==> src/rtl/pipeline_hazard_ctrl.sv <==
// Stall/flush sequencer for the 5-stage MIPS pipeline: load-use stalls,
// taken-branch flushes and variable-latency data-memory waits with timeout.
module pipeline_hazard_ctrl #(
   parameter int TIMEOUT = 16,
   parameter int CNT_W   = 16
) (
   input  logic             clk,
   input  logic             rst,
   input  logic [4:0]       id_rs,
   input  logic [4:0]       id_rt,
   input  logic             ex_mem_read,
   input  logic [4:0]       ex_rt,
   input  logic             branch_taken,
   input  logic             mem_access,
   input  logic             mem_ack,
   output logic             pc_write,
   output logic             if_id_write,
   output logic             if_id_flush,
   output logic             id_ex_flush,
   output logic             ex_mem_write,
   output logic             mem_wb_bubble,
   output logic             mem_req,
   output logic             mem_error,
   output logic [CNT_W-1:0] stall_count
);

   typedef enum logic {RUN, MEM_WAIT} state_t;

   localparam logic [7:0] TIMEOUT_L = 8'(TIMEOUT);

   state_t           state_q, state_d;
   logic [7:0]       wait_q, wait_d;
   logic             err_q, err_d;
   logic [CNT_W-1:0] cnt_q, cnt_d;

   logic load_use;
   logic timed_out;
   logic mem_stall;

   // Hazard detection; a wait that hits TIMEOUT without an ack releases like an ack.
   always_comb begin
      load_use  = ex_mem_read && (ex_rt != 5'd0) && ((ex_rt == id_rs) || (ex_rt == id_rt));
      timed_out = (state_q == MEM_WAIT) && !mem_ack && (wait_q >= TIMEOUT_L);
      if (state_q == RUN) begin
         mem_stall = mem_access && !mem_ack;
      end else begin
         mem_stall = !mem_ack && !timed_out;
      end
   end

   always_ff @(posedge clk or posedge rst) begin
      if (rst) begin
         state_q <= RUN;
         wait_q  <= 8'd0;
         err_q   <= 1'b0;
         cnt_q   <= '0;
      end else begin
         state_q <= state_d;
         wait_q  <= wait_d;
         err_q   <= err_d;
         cnt_q   <= cnt_d;
      end
   end

   always_comb begin
      state_d = state_q;
      wait_d  = wait_q;
      err_d   = err_q;
      cnt_d   = cnt_q;
      case (state_q)
         RUN: begin
            if (mem_stall) begin
               state_d = MEM_WAIT;
               wait_d  = 8'd1;
            end
         end
         MEM_WAIT: begin
            if (mem_stall) begin
               wait_d = wait_q + 8'd1;
            end else begin
               state_d = RUN;
               wait_d  = 8'd0;
               if (timed_out) begin
                  err_d = 1'b1;
               end
            end
         end
         default: begin
            state_d = RUN;
            wait_d  = 8'd0;
         end
      endcase
      // Branch flush cycles are not stalls; the counter saturates at all-ones.
      if ((mem_stall || (!branch_taken && load_use)) && (cnt_q != {CNT_W{1'b1}})) begin
         cnt_d = cnt_q + CNT_W'(1);
      end
   end

   always_comb begin
      pc_write      = 1'b0;
      if_id_write   = 1'b0;
      if_id_flush   = 1'b0;
      id_ex_flush   = 1'b0;
      ex_mem_write  = 1'b0;
      mem_wb_bubble = 1'b0;
      mem_req       = 1'b0;
      if (!rst) begin
         mem_req = mem_access || (state_q == MEM_WAIT);
         if (mem_stall) begin
            mem_wb_bubble = 1'b1;
         end else begin
            ex_mem_write = 1'b1;
            if (branch_taken) begin
               pc_write    = 1'b1;
               if_id_write = 1'b1;
               if_id_flush = 1'b1;
               id_ex_flush = 1'b1;
            end else if (load_use) begin
               id_ex_flush = 1'b1;
            end else begin
               pc_write    = 1'b1;
               if_id_write = 1'b1;
            end
         end
      end
   end

   assign mem_error   = err_q;
   assign stall_count = cnt_q;

endmodule
==> config.mk <==
export PLATFORM = sky130hd
export DESIGN_NAME = pipeline_hazard_ctrl
export DESIGN_NICKNAME = d
export VERILOG_FILES = /design/src/rtl/pipeline_hazard_ctrl.sv
export SDC_FILE = /design/constraint.sdc
export NUM_CORES = 1
export LEC_CHECK = 0
export BUFFER_PORTS_ARGS = -buffer_cell sky130_fd_sc_hd__buf_2
export CAP_MARGIN = 20
export CORE_MARGIN = 5
export CORE_UTILIZATION = 35
export CTS_BUF_LIST = sky130_fd_sc_hd__clkbuf_8
export DETAILED_ROUTE_END_ITERATION = 10
export SLEW_MARGIN = 20
export SYNTH_ARGS = -nofsm -noshare
export SYNTH_HDL_FRONTEND = slang
export SYNTH_SLANG_ARGS = --single-unit
==> constraint.sdc <==
create_clock -name clk -period 2 [get_ports clk]
set_clock_uncertainty 0.05 [all_clocks]
set_input_delay 0.4 -clock clk [delete_from_list [all_inputs] [get_ports clk]]
set_output_delay 0.4 -clock clk [all_outputs]
set_load 0.01 [all_outputs]
==> run_results.csv, run 1 <==
group,metric,value,unit
worst_setup_path,crit_required,1550,ps
cts,cts_tree,"yes",
routing,drtAntennaViolNets,0,
routing,vias,1273,
placement,gp_congestion,0.815,
yosys,netlist_area,1450,sq um
worst_setup_path,slowest_stage,"dfrtp_1",
routing,vias_per_cell,4.90,
floorplanning,die_h,74.3,um
power_and_ir_drop,power,1630,uW
outcome,status,"finished, violations left",
flow_run,cap_violations,0,
floorplanning,die_w,74.3,um
cts,holdBufCountCts,0,
yosys,ys_ff_latch,26,
placement,hpwl,2760,um
routing,drt_iter0_drc,57,
floorplanning,io-pin-count,45,
global_routing,grt_max_degree,27,
yosys,syn_inst,142,
timing,post-route-min-period,2200,ps
global_routing,met3_usage,2.16,%
yosys,ys.flop_type,"dfrtp_1",
power_and_ir_drop,irDropWorstVdd,0.329,mV
routing,drc,0,
yosys,synthesis.nets,166,
routing,post_drt_wl_per_cell,13.7,um
yosys,synth-edff-count,0,
yosys,synth_seq_area_share,44.9,%
timing,period_share,110,%
placement,placed_cells,252,
timing,rsz0062_at_grt,"yes",
timing,max_freq,454,MHz
finish,nets,235,
global_routing,antenna_found_initial,0,
routing,first_pass_iters,4,
outcome,violations,"setup timing",
timing,hold_violations,0,
floorplanning,die_area,5530,sq um
routing,wl,3560,um
timing,slew-limit-headroom,67.3,%
finish,final_layout_size_suffix_gt1_share,47.6,%
floorplanning,core_area,4000,sq um
timing,setup_tns,-1810,ps
timing,worst_pin_slew,491,ps
cts,clk_pin_slew,90,ps
finish,final_common_cell,"buf_2",
worst_setup_path,critPathArrivalTime,1750,ps
global_routing,grtUsageTotal,14.2,%
cts,cts_root_buf,"clkbuf_8",
worst_setup_path,crit_chain,"nor4_4 -> mux2i_1 -> or2_4 -> inv_4 -> nor2_4 -> o31a_1 -> buf_2",
finish,layout_common_cells,"44 x buf_2, 25 x dfrtp_1, 18 x xor2_1",
finish,areaGrowthSynthToFinish,44.5,%
cts,htreeDepth,1,
cts,numCtsBuffers,3,
cts,clk_path_buf_depth,2,
finish,fin_util,52.3,%
worst_setup_path,critPathKind,"register to output port",
timing,setup_viol,19,
timing,slew_viol_final,0,
finish,final_cells,260,
yosys,synth.distinct_cells,36,
worst_setup_path,endpoint_kind,"output port",
placement,numPortBuffers,44,
global_routing,met1_usage,18.6,%
hold_path,hp-class,"input port to asynchronous set/reset pin",
floorplanning,rows,23,
cts,worstSkewPairLatency,270,ps
global_routing,grtUsageMet2,24.4,%
finish,diodes,0,
global_routing,grt_pass1_wl,6130,um
power_and_ir_drop,p_per_area,777,nW/um^2
worst_setup_path,max_stage_delay,420,ps
worst_setup_path,worstSetupStartpointType,"register",
global_routing,gr-max-usage-layer,"met2",
placement,pre_cts_ws,-185,ps
yosys,avgSynthCellArea,10.2,sq um
power_and_ir_drop,power_leakage,0.00106,uW
yosys,ys_warn_count,0,
finish,fillers,349,
cts,cts.sinks,26,
timing,timing.final.ws_setup,-202,ps
global_routing,grt_pass1_vias,1353,
worst_setup_path,crit_fanout,3,
yosys,async_flop_share,100,%
floorplanning,initial_core_util,36.2,%
global_routing,grt-ovfl-total,0,
-- layout make-up --
type / instances / area, sq um / area share, %
clock buffers: 4 / 55.1 / 2.63
inverters: 9 / 36.3 / 1.73
multi-input cells: 105 / 880 / 42.0
flip-flops and latches: 26 / 652 / 31.1
well taps: 50 / 62.6 / 2.99
repair buffers: 66 / 408 / 19.5
-- stage by stage --
step                cell area [sq um]  hold WS, ps
floorplan                        1460          395
global placement                 1860          407
detailed placement               1860          434
CTS                              1990          186
global route                     2090          232
finish                           2090          186
-- cells in the mapped netlist, types with 4 or more instances --
cell type   n  share of area, %
dfrtp_1    26                45
xor2_1     18                11
nor2_1     16               4.1
nand2_1    11               2.8
inv_1       9               2.3
nand4_1     6               2.6
nand3_1     5               1.7
o21ai_0     5               1.7
nor3_2      4               2.8
xnor2_1     4               2.4
-- cell families after synthesis --
logic type / count (synthesis) / share of synthesized area [%]
simple gates: 57 / 22.7
flops: 26 / 44.9
fa+ha+maj: 3 / 2.59
mux: 4 / 2.94
buf+inv: 11 / 3.63
xor+xnor: 22 / 13.3
compound gates: 19 / 9.93
-- critical path, delay by kind of cell (launching register included) --
kind | cells | cell delay [ps]
AO/OA/AOI/OAI | 1 | 100
AND/OR/NAND/NOR | 3 | 640
multiplexers | 1 | 120
flip-flops | 1 | 420
buffers and inverters | 2 | 200
-- routing by layer --
layer / share of wire [%] / routed length (um)
met1: 42 / 1500
met2: 51 / 1820
met3: 5.5 / 195
met4: 1.1 / 40
met5: 0 / 0
-- state kept, by name (all words and copies together), names as in the netlist --
register and count:
wait_q 8, mem_error 1, stall_count 16, state_q 1
-- path summary, 6_finish.rpt --
kind / startpoint / to / slack [ps] / cells after the start
max in group asynchronous: rst / stall_count[0]$_DFFE_PP0P_ / 1440 / 3
worst min register to register: wait_q[3]$_DFFE_PP0P_ / wait_q[3]$_DFFE_PP0P_ / 440 / 1
worst max register to register: wait_q[4]$_DFFE_PP0P_ / stall_count[1]$_DFFE_PP0P_ / -150 / 8
worst min-delay path: rst / state_q$_DFF_PP0_ / 190 / 3
min in group clk: mem_ack / state_q$_DFF_PP0_ / 380 / 3
worst max-delay path: wait_q[4]$_DFFE_PP0P_ / if_id_write / -200 / 7
-- report_power, final --
group / total, uW / switching, uW / leakage [uW] / internal, uW
clock: 340 / 164 / 0.0000288 / 176
combinational: 622 / 321 / 0.000695 / 301
sequential: 665 / 59.3 / 0.000334 / 606
-- repair_timing --
action                     4_1_cts  5_1_grt
resized for setup               16       18
pin swaps                       13        9
buffers inserted                 2        2
setup endpoints to repair       14       22
hold endpoints to repair         0        0
No activity file was read; power rests on OpenSTA's default activity.
==> run 2, diff against run 1 <==
--- a/config.mk
+++ b/config.mk
@@ -11,6 +11,7 @@
 export CORE_UTILIZATION = 35
 export CTS_BUF_LIST = sky130_fd_sc_hd__clkbuf_8
 export DETAILED_ROUTE_END_ITERATION = 10
+export PLACE_DENSITY = 0.68
 export SLEW_MARGIN = 20
 export SYNTH_ARGS = -nofsm -noshare
 export SYNTH_HDL_FRONTEND = slang
==> constraint.sdc (replaced) <==
create_clock -name clk -period 2 [get_ports clk]
set_clock_uncertainty 0.05 [all_clocks]
set_input_delay 0.1 -clock clk [delete_from_list [all_inputs] [get_ports clk]]
set_output_delay 0.1 -clock clk [all_outputs]
set_load 0.01 [all_outputs]
==> run 2 against run 1 <==
  * The run still ends with setup timing left
  * Routed wire length shrank 1.9%
  * Final cell count grew 1.5%
  * Clock power grew 2%
  * Total power shrank 2.4%
  * Non-clock buffer count grew 3
  * Sequential share of layout area grew 1.1 points
  * Design area shrank 3.5%
  * Via count grew 1.5%
  * Critical path depth grew 1
  * Combinational power shrank 5.3%
  * Largest cell class unchanged
  * Largest power group unchanged
==> run_results.csv, run 2 (synthesis gave the netlist of run 1 again) <==
group,metric,value,unit
outcome,status,"finished, violations left",
outcome,violations,"setup timing",
power_and_ir_drop,p_per_area,786,nW/um^2
worst_setup_path,critPathArrivalTime,2160,ps
worst_setup_path,endpoint_kind,"register",
routing,vias,1292,
finish,largest_register_ff_count,16,
floorplanning,die_h,74.3,um
timing,timing.final.ws_setup,-5.21,ps
power_and_ir_drop,power_leakage,0.00102,uW
timing,slew-limit-headroom,62.6,%
routing,post_drt_wl_per_cell,13.2,um
placement,placed_cells,253,
timing,rsz0062_at_grt,"yes",
worst_setup_path,reg2reg_slack,-5,ps
routing,drc,0,
cts,numCtsBuffers,3,
floorplanning,initial_core_util,36.2,%
worst_setup_path,r2r-end,"stall_count[11]$_DFFE_PP0P_",
worst_setup_path,worstSetupStartpointType,"register",
placement,gp_congestion,0.743,
timing,slew_viol_final,0,
timing,setup_viol,1,
routing,drt_iter0_drc,33,
cts,htreeDepth,1,
timing,period_share,100,%
floorplanning,die_w,74.3,um
global_routing,grt-ovfl-total,0,
hold_path,hp-class,"input port to register",
cts,cts_root_buf,"clkbuf_8",
routing,vias_per_cell,4.89,
cts,clk_path_buf_depth,2,
timing,max_freq,499,MHz
routing,wl,3490,um
finish,final_cells,264,
placement,pre_cts_ws,-26.7,ps
cts,worstSkewPairLatency,270,ps
timing,hold_violations,0,
flow_run,cap_violations,0,
worst_setup_path,crit_required,2150,ps
floorplanning,io-pin-count,45,
hold_path,hp-start,"mem_ack",
floorplanning,die_area,5530,sq um
routing,first_pass_iters,4,
finish,areaGrowthSynthToFinish,39.4,%
cts,cts_tree,"yes",
worst_setup_path,crit_fanout,5,
floorplanning,rows,23,
placement,dpl_cell_area,1870,sq um
worst_setup_path,reg2regPathDepth,8,
global_routing,grtUsageTotal,13.2,%
power_and_ir_drop,irDropWorstVdd,0.415,mV
hold_path,hold_end,"mem_error$_DFFE_PP0P_",
global_routing,grt_pass1_vias,1286,
timing,worst_pin_slew,559,ps
finish,design_area,2020,sq um
finish,layout_common_cells,"44 x buf_2, 25 x dfrtp_1, 23 x buf_4",
finish,nets,239,
global_routing,grt_pass1_wl,5590,um
placement,hpwl,2620,um
timing,setup_tns,-5.21,ps
worst_setup_path,critPathKind,"register to register",
global_routing,grt_max_degree,27,
finish,diodes,0,
finish,final_layout_size_suffix_gt1_share,41.6,%
cts,cts.sinks,26,
hold_path,whs_path_depth,4,
worst_setup_path,r2r_start,"wait_q[4]$_DFFE_PP0P_",
routing,drtAntennaViolNets,0,
finish,final_common_cell,"buf_2",
cts,clk_pin_slew,90,ps
floorplanning,core_area,4000,sq um
timing,post-route-min-period,2010,ps
placement,numPortBuffers,44,
global_routing,antenna_found_initial,0,
[run 2: cell types whose count changed in the layout (fill, tap and decap cells not counted), sizes merged]
| cell | delta |
|---|---|
| dlygate4sd3 | +1 |
| buf | +2 |
| o31ai | +1 |
[run 2: how the worst max path moves through the flow]
stage,slack [ps],from,cells after the start,endpoint
3_5_place_dp,-30,wait_q[4]$_DFFE_PP0P_,7,stall_count[15]$_DFFE_PP0P_
3_3_place_gp,60,wait_q[4]$_DFFE_PP0P_,7,stall_count[15]$_DFFE_PP0P_
5_1_grt,-100,wait_q[4]$_DFFE_PP0P_,8,stall_count[7]$_DFFE_PP0P_
2_1_floorplan,40,stall_count[1]$_DFFE_PP0P_,6,stall_count[1]$_DFFE_PP0P_
6_report,-5,wait_q[4]$_DFFE_PP0P_,8,stall_count[11]$_DFFE_PP0P_
4_1_cts,-20,wait_q[7]$_DFFE_PP0P_,8,stall_count[11]$_DFFE_PP0P_
[run 2: power by group]
group          switching, uW  internal (uW)  leakage, uW
registers               46.9            606     0.000334
logic                    309            279     0.000659
clock network            170            176    0.0000288
total                    526           1060      0.00102
[run 2: area by class of cell]
cell class	count	area [sq um]
Clock buffer	4	55.1
Fill cell	381	1980
Inverter	9	36.3
Multi-Input combinational cell	106	800
Sequential cell	26	652
Tap cell	50	62.6
Timing Repair Buffer	69	414
[run 2: metal layers]
layer / up-vias / wire, um / GRT usage [%] / part of all wire [%]
li1: 635 / - / - / -
met1: 619 / 1510 / 17.0 / 43
met2: 34 / 1760 / 22.1 / 51
met3: 4 / 166 / 2.30 / 4.8
met4: 0 / 50 / 4.94 / 1.4
met5: - / 0 / 0 / 0
[run 2: worst max-delay path, cell delays in order (launching register included)]
cell and delay, ps:
dfrtp_1 420, nor4_4 290, mux2i_1 110, or2_4 260, o31ai_4 100, o31ai_4 170, buf_4 170, nor4_4 210
xnor2_1 150
[run 2: per-stage QoR]
stage	total power, uW	utilization [%]	hold slack, ps
after floorplan	934	-	95.4
after global placement	1210	46.6	183
after detailed placement	1230	46.6	187
after CTS	1580	49.7	109
after global routing	1680	50.5	119
final	1590	50.5	97.7
[run 2: what timing repair did]
| item | 4_1_cts | 5_1_grt |
|---|---|---|
| setup buffers | 4 | 1 |
| gates resized for setup | 5 | 5 |
| cloned | 1 | 0 |
| pin swaps | 4 | 6 |
| hold endpoints to repair | 26 | 0 |
| hold buffers | 1 | 0 |
| setup endpoints to repair | 7 | 14 |
==> run 3, diff against run 2 <==
--- a/config.mk
+++ b/config.mk
@@ -11,7 +11,7 @@
 export CORE_UTILIZATION = 35
 export CTS_BUF_LIST = sky130_fd_sc_hd__clkbuf_8
 export DETAILED_ROUTE_END_ITERATION = 10
-export PLACE_DENSITY = 0.68
+export PLACE_DENSITY = 0.72
 export SLEW_MARGIN = 20
 export SYNTH_ARGS = -nofsm -noshare
 export SYNTH_HDL_FRONTEND = slang
==> run 3 against run 2 <==
  * The flow now finishes without violations
  * Sequential share of layout area decreased by 0.70 points
  * Total power increased by 7.5%
  * Worst setup slack improved by 8.1 ps
  * Die area unchanged
  * Sequential power about the same
  * Combinational power increased by 3.7%
  * Final cell count unchanged
  * Flip-flop and latch count unchanged
  * Global-route usage decreased by 0.19 points
  * Via count decreased by 1.1%
==> run_results.csv, run 3 (synthesis gave the netlist of run 1 again) <==
group,metric,value,unit
global_routing,grt_pass1_vias,1304,
power_and_ir_drop,seq_power_share,38.5,%
timing,post-route-min-period,2000,ps
flow_run,cap_violations,0,
routing,highest_layer,"met4",
power_and_ir_drop,p_switching,531,uW
routing,drt_iter0_drc,45,
timing,max_freq,501,MHz
outcome,status,"finished, final reports clean",
cts,clk_pin_slew,90,ps
routing,vias,1278,
routing,wl,3250,um
timing,holdWs,81.1,ps
worst_setup_path,worstSetupStartpointType,"register",
worst_setup_path,crit_required,2150,ps
global_routing,grt-ovfl-total,0,
routing,vias_per_cell,4.84,
finish,diodes,0,
routing,drt-met1-wl,1500,um
finish,nets,239,
worst_setup_path,critPathKind,"register to register",
timing,slew_viol_final,0,
power_and_ir_drop,power_frac_comb,35.8,%
global_routing,grt_max_degree,27,
routing,drtAntennaViolNets,0,
routing,first_pass_iters,4,
floorplanning,die_area,5530,sq um
floorplanning,initial_core_util,36.2,%
floorplanning,die_h,74.3,um
global_routing,grtUsageTotal,13.0,%
floorplanning,rows,23,
routing,wl_met3,209,um
power_and_ir_drop,swShare,31.1,%
cts,cts_root_buf,"clkbuf_8",
finish,areaGrowthSynthToFinish,42.5,%
routing,post_drt_wl_per_cell,12.3,um
placement,hpwl,2490,um
finish,layout_common_cells,"44 x buf_2, 25 x dfrtp_1, 22 x buf_4",
cts,numCtsBuffers,3,
timing,period_share,99.9,%
worst_setup_path,endpoint_kind,"register",
worst_setup_path,critPathArrivalTime,2150,ps
timing,rsz0062_at_grt,"yes",
timing,hold_violations,0,
timing,slew-limit-headroom,67.3,%
finish,final_layout_size_suffix_gt1_share,44.4,%
floorplanning,io-pin-count,45,
power_and_ir_drop,p_per_area,827,nW/um^2
placement,numPortBuffers,44,
timing,setup_viol,0,
cts,worstSkewPairLatency,270,ps
cts,htreeDepth,1,
power_and_ir_drop,irDropWorstVdd,0.330,mV
power_and_ir_drop,p_int,1180,uW
worst_setup_path,crit_fanout,7,
global_routing,antenna_found_initial,0,
power_and_ir_drop,p_clk_share,25.7,%
global_routing,grt_pass1_wl,5610,um
placement,gp_congestion,0.773,
routing,wl_met2,1500,um
timing,timing.final.ws_setup,2.85,ps
cts,clk_path_buf_depth,2,
floorplanning,die_w,74.3,um
cts,cts.sinks,26,
routing,drc,0,
floorplanning,core_area,4000,sq um
finish,final_common_cell,"buf_2",
timing,worst_pin_slew,489,ps
hold_path,hp-class,"input port to register",
cts,cts_tree,"yes",
placement,pre_cts_ws,-70.3,ps
finish,largest_register_ff_count,16,
power_and_ir_drop,power_leakage,0.00105,uW
run 3: cell count changes in the layout (fill, tap and decap cells not counted), sizes merged:
cell	delta
buf	+1
o31ai	-1
bufinv	+1
clkbuf	-1
run 3: stage by stage:
step | power, uW | TNS, ps | instance area, sq um | util, % | cells
final | 1710 | 0 | 2060 | 51.6 | 264
after global routing | 1810 | -1150 | 2060 | 51.6 | 264
after CTS | 1670 | -59.2 | 1980 | 49.5 | 260
after detailed placement | 1220 | -128 | 1840 | 46.1 | 250
after global placement | 1200 | -7.50 | 1840 | 46.1 | 250
after floorplan | 934 | 0 | 1460 | - | 142
run 3: power groups by stage:
stage,clock [uW],combinational (uW),sequential [uW]
global route,465,678,668
floorplan,0,197,737
detailed placement,0,551,665
CTS,446,566,654
global placement,0,541,660
finish,439,611,656
run 3: path summary, 6_finish.rpt:
check                           cells past startpoint  slack (ps)             startpoint                           to
min in group asynchronous                           4         400                    rst            state_q$_DFF_PP0_
max in group asynchronous                           4        1220                    rst   stall_count[0]$_DFFE_PP0P_
worst min-delay path                                4          80                mem_ack        mem_error$_DFFE_PP0P_
worst max register to register                      8           3  wait_q[4]$_DFFE_PP0P_  stall_count[11]$_DFFE_PP0P_
worst max-delay path                                8           3  wait_q[4]$_DFFE_PP0P_  stall_count[11]$_DFFE_PP0P_
worst min register to register                      1         420  mem_error$_DFFE_PP0P_        mem_error$_DFFE_PP0P_
run 3: critical path: stages (launching register included):
cell and delay (ps):
dfrtp_1 420, nor4_4 300, mux2i_1 110, or2_4 270, o31ai_4 80, o31ai_4 180
buf_6 160, nor4_4 210, xnor2_1 150
run 3: layer usage:
| metal | global-route usage, % | vias up |
|---|---|---|
| li1 | - | 632 |
| met1 | 16.8 | 608 |
| met2 | 21.2 | 33 |
| met3 | 2.57 | 5 |
| met4 | 5.53 | 0 |
| met5 | 0 | - |
run 3: layout make-up:
class | count | area [sq um]
sequential | 26 | 652
clock buffer | 3 | 41.3
inverter | 9 | 33.8
tap | 50 | 62.6
timing repair buffer | 70 | 429
multi-input combinational | 105 | 816
fill | 345 | 1940
clock inverter | 1 | 30.0
run 3: what timing repair did:
item                       CTS  global route
buffers inserted             5             4
pin swaps                    3            11
hold endpoints to repair    26             0
setup endpoints to repair    6            17
resized for setup            3            14
hold buffers                 1             0
